`config.mk`:
```
export PLATFORM = sky130hd
export DESIGN_NAME = pixel_controller
export DESIGN_NICKNAME = d
export VERILOG_FILES = /design/src/rtl/pixel_controller.sv
export SDC_FILE = /design/constraint.sdc
export NUM_CORES = 1
export LEC_CHECK = 0
export ABC_AREA = 1
export BUFFER_PORTS_ARGS = -buffer_cell sky130_fd_sc_hd__buf_2
export CORE_UTILIZATION = 49
export CTS_CLUSTER_SIZE = 10
export DETAILED_ROUTE_END_ITERATION = 8
export HOLD_SLACK_MARGIN = 0.06
export PLACE_DENSITY = 0.74
export RECOVER_POWER = 25
export SYNTH_ARGS = -nofsm -noshare
export SYNTH_HDL_FRONTEND = slang
export SYNTH_SLANG_ARGS = --single-unit
export TNS_END_PERCENT = 10
```
`constraint.sdc`:
```
create_clock -name i_clk -period 12.3 [get_ports i_clk]
set_input_delay 2.46 -clock i_clk [delete_from_list [all_inputs] [get_ports i_clk]]
set_output_delay 2.46 -clock i_clk [all_outputs]
set_load 0.03 [all_outputs]
```
`src/rtl/pixel_controller.sv`:
```
// Moves pixel windows between the 24-bit SRAM and the edge-detector buffer:
// reads RGB words into a grayscale buffer, then writes pixels back as replicated RGB.
//
// state   | meaning
// S_IDLE  | waiting for i_enable; snapshots offsets, counts and pixels on start
// S_READ  | read strobe on rd_off+idx for ACCESS_CYCLES clocks per pixel
// S_WRITE | write strobe on wr_off+idx with {p,p,p} for ACCESS_CYCLES clocks per pixel
// S_DONE  | one-cycle completion pulse
module pixel_controller #(
  parameter int ADDR_BITS     = 16,
  parameter int NUM_PIX       = 20,
  parameter int ACCESS_CYCLES = 2
) (
  input  logic                     i_clk,
  input  logic                     i_rst,
  input  logic                     i_enable,
  input  logic [NUM_PIX-1:0][7:0]  i_data_in,
  input  logic [ADDR_BITS-1:0]     i_address_read_offset,
  input  logic [ADDR_BITS-1:0]     i_address_write_offset,
  input  logic [4:0]               i_num_pix_read,
  input  logic [4:0]               i_num_pix_write,
  input  logic [23:0]              i_r_data,
  output logic [NUM_PIX-1:0][7:0]  o_data_out,
  output logic [ADDR_BITS-1:0]     o_address,
  output logic [23:0]              o_w_data,
  output logic                     o_read_enable,
  output logic                     o_write_enable,
  output logic                     o_done
);

  localparam int              CYC_W    = $clog2(ACCESS_CYCLES);
  localparam logic [CYC_W-1:0] CYC_LOAD = CYC_W'(ACCESS_CYCLES - 1);
  localparam logic [4:0]      MAX_PIX  = 5'(NUM_PIX);

  typedef enum logic [1:0] {S_IDLE, S_READ, S_WRITE, S_DONE} state_t;

  state_t                    r_state;
  state_t                    w_next;
  logic [NUM_PIX-1:0][7:0]   r_data_out;
  logic [NUM_PIX-1:0][7:0]   r_snap;
  logic [ADDR_BITS-1:0]      r_rd_off;
  logic [ADDR_BITS-1:0]      r_wr_off;
  logic [4:0]                r_nrd;
  logic [4:0]                r_nwr;
  logic [4:0]                r_idx;
  logic [CYC_W-1:0]          r_cyc;

  logic [4:0]                w_nrd_clamp;
  logic [4:0]                w_nwr_clamp;
  logic                      w_last;
  logic                      w_rd_end;
  logic                      w_wr_end;
  logic [ADDR_BITS-1:0]      w_idx_ext;
  logic [7:0]                w_pix;
  logic [9:0]                w_sum;
  logic [7:0]                w_gray;

  assign w_nrd_clamp = (i_num_pix_read  > MAX_PIX) ? MAX_PIX : i_num_pix_read;
  assign w_nwr_clamp = (i_num_pix_write > MAX_PIX) ? MAX_PIX : i_num_pix_write;
  assign w_last      = (r_cyc == '0);
  assign w_rd_end    = w_last && (r_idx == r_nrd - 5'd1);
  assign w_wr_end    = w_last && (r_idx == r_nwr - 5'd1);
  assign w_idx_ext   = ADDR_BITS'(r_idx);
  assign w_pix       = r_snap[r_idx];
  // R + 2G + B fits in 10 bits, so the >>2 can never lose a carry
  assign w_sum       = 10'(i_r_data[23:16]) + {1'b0, i_r_data[15:8], 1'b0} + 10'(i_r_data[7:0]);
  assign w_gray      = w_sum[9:2];
  assign o_data_out  = r_data_out;

  always_ff @(posedge i_clk or posedge i_rst) begin
    if (i_rst) r_state <= S_IDLE;
    else       r_state <= w_next;
  end

  always_comb begin
    w_next         = r_state;
    o_address      = '0;
    o_w_data       = '0;
    o_read_enable  = 1'b0;
    o_write_enable = 1'b0;
    o_done         = 1'b0;
    unique case (r_state)
      S_IDLE: begin
        if (i_enable) begin
          if (w_nrd_clamp != 5'd0)      w_next = S_READ;
          else if (w_nwr_clamp != 5'd0) w_next = S_WRITE;
          else                          w_next = S_DONE;
        end
      end
      S_READ: begin
        o_read_enable = 1'b1;
        o_address     = r_rd_off + w_idx_ext;
        if (w_rd_end) w_next = (r_nwr != 5'd0) ? S_WRITE : S_DONE;
      end
      S_WRITE: begin
        o_write_enable = 1'b1;
        o_address      = r_wr_off + w_idx_ext;
        o_w_data       = {w_pix, w_pix, w_pix};
        if (w_wr_end) w_next = S_DONE;
      end
      S_DONE: begin
        o_done = 1'b1;
        w_next = S_IDLE;
      end
      default: w_next = S_IDLE;
    endcase
  end

  // r_cyc counts down each pixel's access window; terminal count marks its last clock
  always_ff @(posedge i_clk or posedge i_rst) begin
    if (i_rst) begin
      r_data_out <= '0;
      r_snap     <= '0;
      r_rd_off   <= '0;
      r_wr_off   <= '0;
      r_nrd      <= '0;
      r_nwr      <= '0;
      r_idx      <= '0;
      r_cyc      <= '0;
    end else begin
      unique case (r_state)
        S_IDLE: begin
          if (i_enable) begin
            r_snap   <= i_data_in;
            r_rd_off <= i_address_read_offset;
            r_wr_off <= i_address_write_offset;
            r_nrd    <= w_nrd_clamp;
            r_nwr    <= w_nwr_clamp;
            r_idx    <= '0;
            r_cyc    <= CYC_LOAD;
          end
        end
        S_READ: begin
          if (w_last) begin
            r_data_out[r_idx] <= w_gray;
            r_cyc             <= CYC_LOAD;
            r_idx             <= w_rd_end ? 5'd0 : r_idx + 5'd1;
          end else begin
            r_cyc <= r_cyc - CYC_W'(1);
          end
        end
        S_WRITE: begin
          if (w_last) begin
            r_cyc <= CYC_LOAD;
            r_idx <= r_idx + 5'd1;
          end else begin
            r_cyc <= r_cyc - CYC_W'(1);
          end
        end
        default: ;
      endcase
    end
  end

endmodule

```
==> metrics list, run 1 <==
- Sequential fraction of the synthesis area: 53.40%
- In this run, distinct cell masters in the synthesized netlist total 37.
- Sequential share of power: 38.5%
- Entering global routing, the biggest net connects 177 pins.
* Capturing element type of the critical path: register
- For this run, design rule violations remaining after detail routing come to 0.
- The final layout contains routed wiring with a total length of 50.90 mm.
* Clock tree root buffer cell: clkbuf_16
- Share of cells above drive strength 1: 20.42%
* Mux contribution to synthesized area: 0%
- Combinational power share: 37.8%
- Of the total synthesized cell area, the portion taken by XOR and XNOR cells is 0.3031%.
- Number of failing setup endpoints in the final timing report: 0
- The run finished, with violations left.
* Internal power: 2822 uW
- Effective utilization at floorplan: 49.95%
- Total Negative Setup Slacks: 0 ns
- Global-route total usage across every layer: 28.04%
- The largest individual stage delay along the critical path comes from the cell clkinvlp_2.
- In this design, the stage delay of the slowest critical-path cell is 3.40 ns.
- The number of nets handed over by synthesis was 2443.
- The max-slew violation total from the final report was 196.
- Global-route wire length before repair: 80.07 mm
- TritonCTS built the clock tree.
* I/O pin total: 432
* Endpoint required time on the critical path: 12.67 ns
- The tree built by TritonCTS fans out to 370 sinks.
* Min-Delay Path Class: register to register
- Final Net Count: 2794
- Nature of the critical path startpoint: input port
* Post-DRT Antenna Nets: 0
- DRT Pass-1 Iters: 6
- Summed over all nets, the half-perimeter wirelength after detailed placement is 35.28 mm.
- Resized cells post-CTS: 0
- The worst register-to-register path has a setup slack of 5.51 ns.
- Utilization after layout: 59.66%
- Summing all flip-flop and latch instances after layout gives 9264 sq um.
* Relative slew slack: -192.2%
- After clock tree synthesis, the clock-pin slew on the worst setup and hold paths is 0.06 ns.
- Setup slack after layout: 4.232 ns
- The clock network burns 23.7% of the power.
- Switching power as a share of total power: 40.56%
- Max Clock Freq: 0.1240 GHz
- Die area: 36140 sq um
* Worst hold start: r_snap[20]$_DFFE_PP0P_
* Routed via count: 15820
* Initial antenna violation count: 11
- Synthesis handed over a netlist of 2182 instances.
- Arrival time of the worst setup path: 8.44 ns
- Power consumption: 4748 uW
- The worst setup path is of the input port to register kind.
* Power dissipated by switching net loads: 1926 uW
- Worst flop-to-flop path endpoint: r_snap[10]$_DFFE_PP0P_
- Most frequent cells in the layout: 894 x nand2_1, 408 x buf_2, 368 x dfrtp_1
* Reg2reg start: r_state[0]$_DFFE_PP0P_
- Clock tree synthesis inserted a total of 43 buffers.
* Cell Rows: 68
- VDD sags by at most 0.1730 mV.
- The total overflow left after global routing is 0.
* H-tree level count: 2
- The later pin in the worst-skew pair is clocked with a latency of 0.53 ns.
* Floorplan die width: 190.1 microns
- Leak pwr: 0.01064 uW
- Maximum capacitance violations: 2
- After detailed routing, the number of vias per cell comes to 5.261.
* Maximum buffer depth of the clock tree: 3
* Number of storage elements in the synthesis netlist: 370
- Hold Slack: 0.4733 ns
- The number of setup buffers added after CTS is 0.
- Max Fanout on Critical Path: 140
* Buf/Inv on CP: 3
- Shortest clock period the worst path allows after layout: 8.068 ns
* Number of buffers inserted for hold repair after clock tree synthesis: 0
- For this run, the number of Yosys warnings is 0.
* Main combinational cell family by area after synthesis: simple AND/OR/NAND/NOR gates
* Power density over the cells: 229.3 nW/um^2
- Vias in the first global route: 15399
- Worst slew pin tran: 4.359 ns
- Worst Skew: 0.01195 ns
* Hold Vio Cnt, Final: 0
- Traced cell by cell, the critical path runs through clkbuf_1 -> nand2_4 -> clkinvlp_2 -> buf_4 -> nand2_1 -> o21ai_0.
- Synth Area in Adders: 2.699%
* Most common cell after layout, fill and taps aside: nand2_1
* Area Growth Syn to Fin: 19.46%
* Violated checks: max-capacitance violations, max-slew violations
- Hold-critical path depth: 2
* Initial DRC count: 1150
- Setup repair after global routing missed its margin: no
- Each instance of the synthesized netlist takes up on average 7.946 sq um.
* Complex-gate fraction of the synthesized area: 11.17%
* Filler Cells Inserted: 3156
- The worst path uses 65.59% of the clock period.
* Synthesized-area fraction occupied by and/or/nand/nor cells: 25.56%
- Family of cells with the greatest summed delay on the critical path: buffers and inverters
- After detailed routing, the average wire length per cell comes to 16.93 microns.
- Endpoint, Worst Hold: r_snap[20]$_DFFE_PP0P_
- Worst setup slack before clock tree synthesis: 7.000 ns
- RePlAce Congestion: 0.8751
* Core region area: 34710 sq um
- Area taken by multi-input logic gates: 6904 sq um
- Cell depth of the worst setup path: 6
- Area of the mapped netlist: 17340 sq um
- In this run the tool buffered the top-level ports with 431 buffer cells.
- Die span in y: 190.1 microns
- Worst reg2reg path depth: 7
layer usage:
layer	up-vias	track usage (%)	share of wire (%)
met4	2	10.61	3.2
met1	7469	36.96	42
met5	-	0	0.022
li1	7573	-	-
met2	674	46.27	47
met3	102	4.759	7.9
flip-flops by register name, indices dropped and copies added (netlist names):
name	flops
o_data_out	160
r_snap	160
r_rd_off	16
r_wr_off	16
r_idx	5
r_nrd	5
r_nwr	5
r_state	2
r_cyc	1
cell usage after synthesis:
master / number / area, sq um
o21bai_1: 1 / 7.510
nand3b_1: 1 / 7.510
fa_1: 9 / 180.2
xnor2_1: 2 / 17.52
o21a_1: 2 / 15.01
o22ai_1: 8 / 50.05
a21oi_2: 1 / 8.760
a21oi_1: 59 / 295.3
o211ai_1: 1 / 7.510
buf_1: 3 / 11.26
inv_1: 125 / 469.2
nor2_4: 2 / 22.52
inv_4: 2 / 12.51
nand4_1: 7 / 43.79
o21ai_1: 50 / 250.2
dfrtp_1: 370 / 9259
a31oi_1: 1 / 6.260
o21ai_2: 6 / 52.55
inv_2: 17 / 63.81
nor3_1: 6 / 30.03
clkinv_1: 1 / 3.750
buf_2: 29 / 145.1
nor4_1: 1 / 6.260
nor3_4: 3 / 48.80
nand2_1: 895 / 3359
nor2_2: 17 / 106.4
buf_6: 5 / 56.30
nand2_2: 2 / 12.51
clkbuf_1: 80 / 300.3
buf_4: 17 / 127.6
a21o_1: 1 / 7.510
nand2b_1: 1 / 6.260
nor2_1: 102 / 382.9
ha_1: 23 / 287.8
o21ai_0: 247 / 1236
nand3_1: 81 / 405.4
xor2_1: 4 / 35.03
power groups by stage:
stage / Combinational [uW] / Sequential, uW / Clock [uW]
2_1_floorplan: 1160 / 1930 / 0
3_3_place_gp: 1710 / 1820 / 0
3_5_place_dp: 1760 / 1830 / 0
4_1_cts: 1770 / 1820 / 1140
5_1_grt: 2010 / 1870 / 1190
6_report: 1790 / 1830 / 1130
worst max-delay path by stage:
stage	start	endpoint	slack, ns
2_1_floorplan	i_rst	o_data_out[0]$_DFFE_PP0P_	4.87
3_3_place_gp	i_r_data[3]	o_data_out[100]$_DFFE_PP0P_	7.09
3_5_place_dp	i_r_data[3]	o_data_out[52]$_DFFE_PP0P_	7.00
4_1_cts	r_state[0]$_DFFE_PP0P_	o_address[14]	6.54
5_1_grt	i_enable	r_snap[141]$_DFFE_PP0P_	3.59
6_report	i_enable	r_snap[10]$_DFFE_PP0P_	4.23
stage by stage:
| stage | area (sq um) | instances |
|---|---|---|
| after floorplan | 17340 | 2182 |
| after global placement | 19550 | 2943 |
| after detailed placement | 19550 | 2943 |
| after CTS | 20720 | 2997 |
| after global routing | 20710 | 3005 |
| final | 20710 | 3007 |
final cells by class:
cell class	instances	share of cell area (%)
Tap cell	455	2.749
Antenna cell	10	0.1208
Timing Repair Buffer	440	10.71
Clock buffer	54	5.697
Multi-Input combinational cell	1533	33.34
Sequential cell	370	44.73
Inverter	145	2.664
worst min-delay path, stage by stage, from the launching register on:
cell	delay, ns
dfrtp_1	0.34
nand2_1	0.05
nand2_1	0.05
kinds of logic after synthesis:
logic type,after synthesis
AOI/OAI and AO/OA,377
xor gates and xnor gates,6
adders and majority gates,32
buffers and inverters,279
DFF,370
and+or+nand+nor,1118
Note: power is estimated with default switching activity, not from simulation.
==> run 2, diff against run 1 <==
CORE_UTILIZATION = 54   (was 49)
PLACE_DENSITY = 0.78   (was 0.74)
clock period = 7.5 ns   (was 12.3 ns; I/O delays follow)
==> metrics list, run 2 (synthesis gave the netlist of run 1 again) <==
- Timing analysis after detailed placement gives a worst setup slack of 3.178 ns.
- Fill cells in the final layout number 2686.
- Capturing element type of the critical path: asynchronous set/reset pin
- Reg2reg start: r_state[0]$_DFFE_PP0P_
- For this configuration, the core starts out at a cell density of 54.94%.
* Status: finished, violations left
- Most frequent cells in the layout: 895 x nand2_1, 431 x buf_2, 368 x dfrtp_1
* Internal power: 4555 uW
- For this design the static power due to leakage is 0.01065 uW.
* Die span in y: 181.2 microns
* Shortest clock period the worst path allows after layout: 5.348 ns
* Clock tree root buffer cell: clkbuf_16
- On the final layout, the worst clock skew is 0.01323 ns.
- Min-Delay Path Class: register to register
* Max Fanout on Critical Path: 165
- Combinational power share: 38.0%
* DRT Pass-1 Iters: 7
* Critical path class: input port to asynchronous set/reset pin
- Vias in the first global route: 15126
* I/O pin total: 432
- Endpoint, Worst Hold: r_snap[97]$_DFFE_PP0P_
* Global-route total usage across every layer: 30.06%
- TritonCTS clock tree: done
- Relative slew slack: -166.5%
- Maximum capacitance violations: 3
- Buffers inserted during clock tree synthesis total 43.
* Largest net degree at the start of global routing: 173
- At the end of the flow, the number of nets in the layout was 2795.
- Hold-critical path depth: 2
- Clock-pin slew was measured on the worst setup and hold paths at 0.05 ns.
- The clock tree synthesis step divided the H-tree into 2 levels.
- After detailed placement, the total cell area comes to 19470 sq um.
- The first global-routing pass estimated 78.60 mm of wire.
* Endpoint required time on the critical path: 7.19 ns
* Average wire length per cell after detail routing: 16.80 microns
* Post-DRT Antenna Nets: 0
- Post-CTS timing repair inserted 0 buffers for setup.
- The final-report hold violation count was 0.
- DRC Markers: 0
* Setup repair after global routing missed its margin: no
* I/O Buffers: 431
* Power dissipated by switching net loads: 3140 uW
* Core region area: 31560 sq um
* Worst slew pin tran: 3.998 ns
- Nature of the critical path startpoint: input port
- The worst-case IR drop observed on VDD is 0.2634 mV.
- The startpoint identified for the worst hold timing path is r_snap[97]$_DFFE_PP0P_.
- Maximum buffer depth of the clock tree: 3
- The number of gates resized after CTS was 0.
* Sequential share of power: 38.8%
- Power density over the cells: 373.6 nW/um^2
* GR Overflow Total: 0
- The area growth from synthesis to layout is 18.80%.
- The die covers 32830 sq um.
- For the worst flop-to-flop path, the logic depth is 7.
* Floorplan die width: 181.2 microns
- Post-Place Cells: 2891
* Number of buffers inserted for hold repair after clock tree synthesis: 0
* Max Clock Freq: 0.1870 GHz
- The number of antenna violations at the first check in global routing is 10.
- Routed via count: 15799
- Share of total power in the clock network: 23.2%
* Ratio of final minimum period to clock period: 71.30%
- Counting every sink on the clock net gives 370.
- Once routing completed, OpenROAD measured the worst setup slack at 2.152 ns.
- The first routing iteration left 1412 violations.
- Worst flop-to-flop path endpoint: r_snap[112]$_DFFE_PP0P_
- The setup check on the worst reg-to-reg path leaves a slack of 2.84 ns.
* Arrival time of the worst setup path: 5.03 ns
- Clk Latency, worst-skew pair: 0.52 ns
- Setup violations remaining at the end of the flow were counted as 0.
- Placed wire-length estimate after detailed placement: 34.48 mm
* Drt via density: 5.356
* Max-slew violation count: 285
- Of the cells placed in the final design, the portion with a size suffix greater than 1 is 21.34%.
- After the flow finishes, the layout carries non-filler instances totaling 2950.
* Post-Layout Inst Area: 20600 sq um
* Total wire length: 49.56 mm
- Adding up every negative setup slack in the final design gives 0 ns.
- Violated checks: max-capacitance violations, max-slew violations
- Cell Rows: 65
- Leaving out fill and tap cells, the most frequent cell in the layout is nand2_1.
- Switching power as a share of total power: 40.81%
* RePlAce Congestion: 0.9010
## run 2: cell count changes in the layout (fill, tap and decap cells not counted), sizes merged
cell and change:
clkinv +1, inv +2, clkinvlp -1, clkbuf -27
buf +23, diode -2
## run 2: metal layers
metal	track usage [%]	vias to the layer above	part of all wire, %
li1	-	7577	-
met1	39.51	7420	41
met2	49.68	685	48
met3	5.523	113	7.7
met4	11.29	4	3.1
met5	0	-	0.044
## run 2: power groups by stage
stage	sequential, uW	combinational [uW]	clock [uW]
2_1_floorplan	3160	1910	0
3_3_place_gp	2970	2830	0
3_5_place_dp	3000	2900	0
4_1_cts	2970	2920	1810
5_1_grt	3050	3270	1890
6_report	2980	2930	1780
## run 2: through the flow
stage | utilization [%] | hold slack, ns | total power [uW]
2_1_floorplan | - | 0.4436 | 5068
3_3_place_gp | 61.71 | 0.4569 | 5794
3_5_place_dp | 61.71 | 0.4605 | 5894
4_1_cts | 65.30 | 0.4754 | 7705
5_1_grt | 65.26 | 0.4859 | 8205
6_report | 65.27 | 0.4737 | 7695
## run 2: cell type report
type                    count  area, sq um  share of cell area (%)
inverters                 145        555.5                   2.697
clock inverters             2        13.76                 0.06682
well taps                 402        503.0                   2.442
clock buffers              49         1119                   5.431
diodes                      8        20.02                 0.09719
multi-input cells        1533         6897                   33.48
flip-flops and latches    370         9264                   44.98
repair buffers            441         2226                   10.81
## run 2: worst max-delay path by stage
stage,start,to
global placement,i_r_data[3],o_data_out[108]$_DFFE_PP0P_
floorplan,i_rst,o_data_out[0]$_DFFE_PP0P_
detailed placement,i_r_data[3],o_data_out[20]$_DFFE_PP0P_
global route,i_rst,o_data_out[97]$_DFFE_PP0P_
finish,i_rst,o_data_out[80]$_DFFE_PP0P_
CTS,r_state[0]$_DFFE_PP0P_,o_address[14]
## run 2: critical path, stage by stage
cell,delay [ns]
buf_2,0.10
clkinvlp_2,0.45
clkbuf_2,2.81
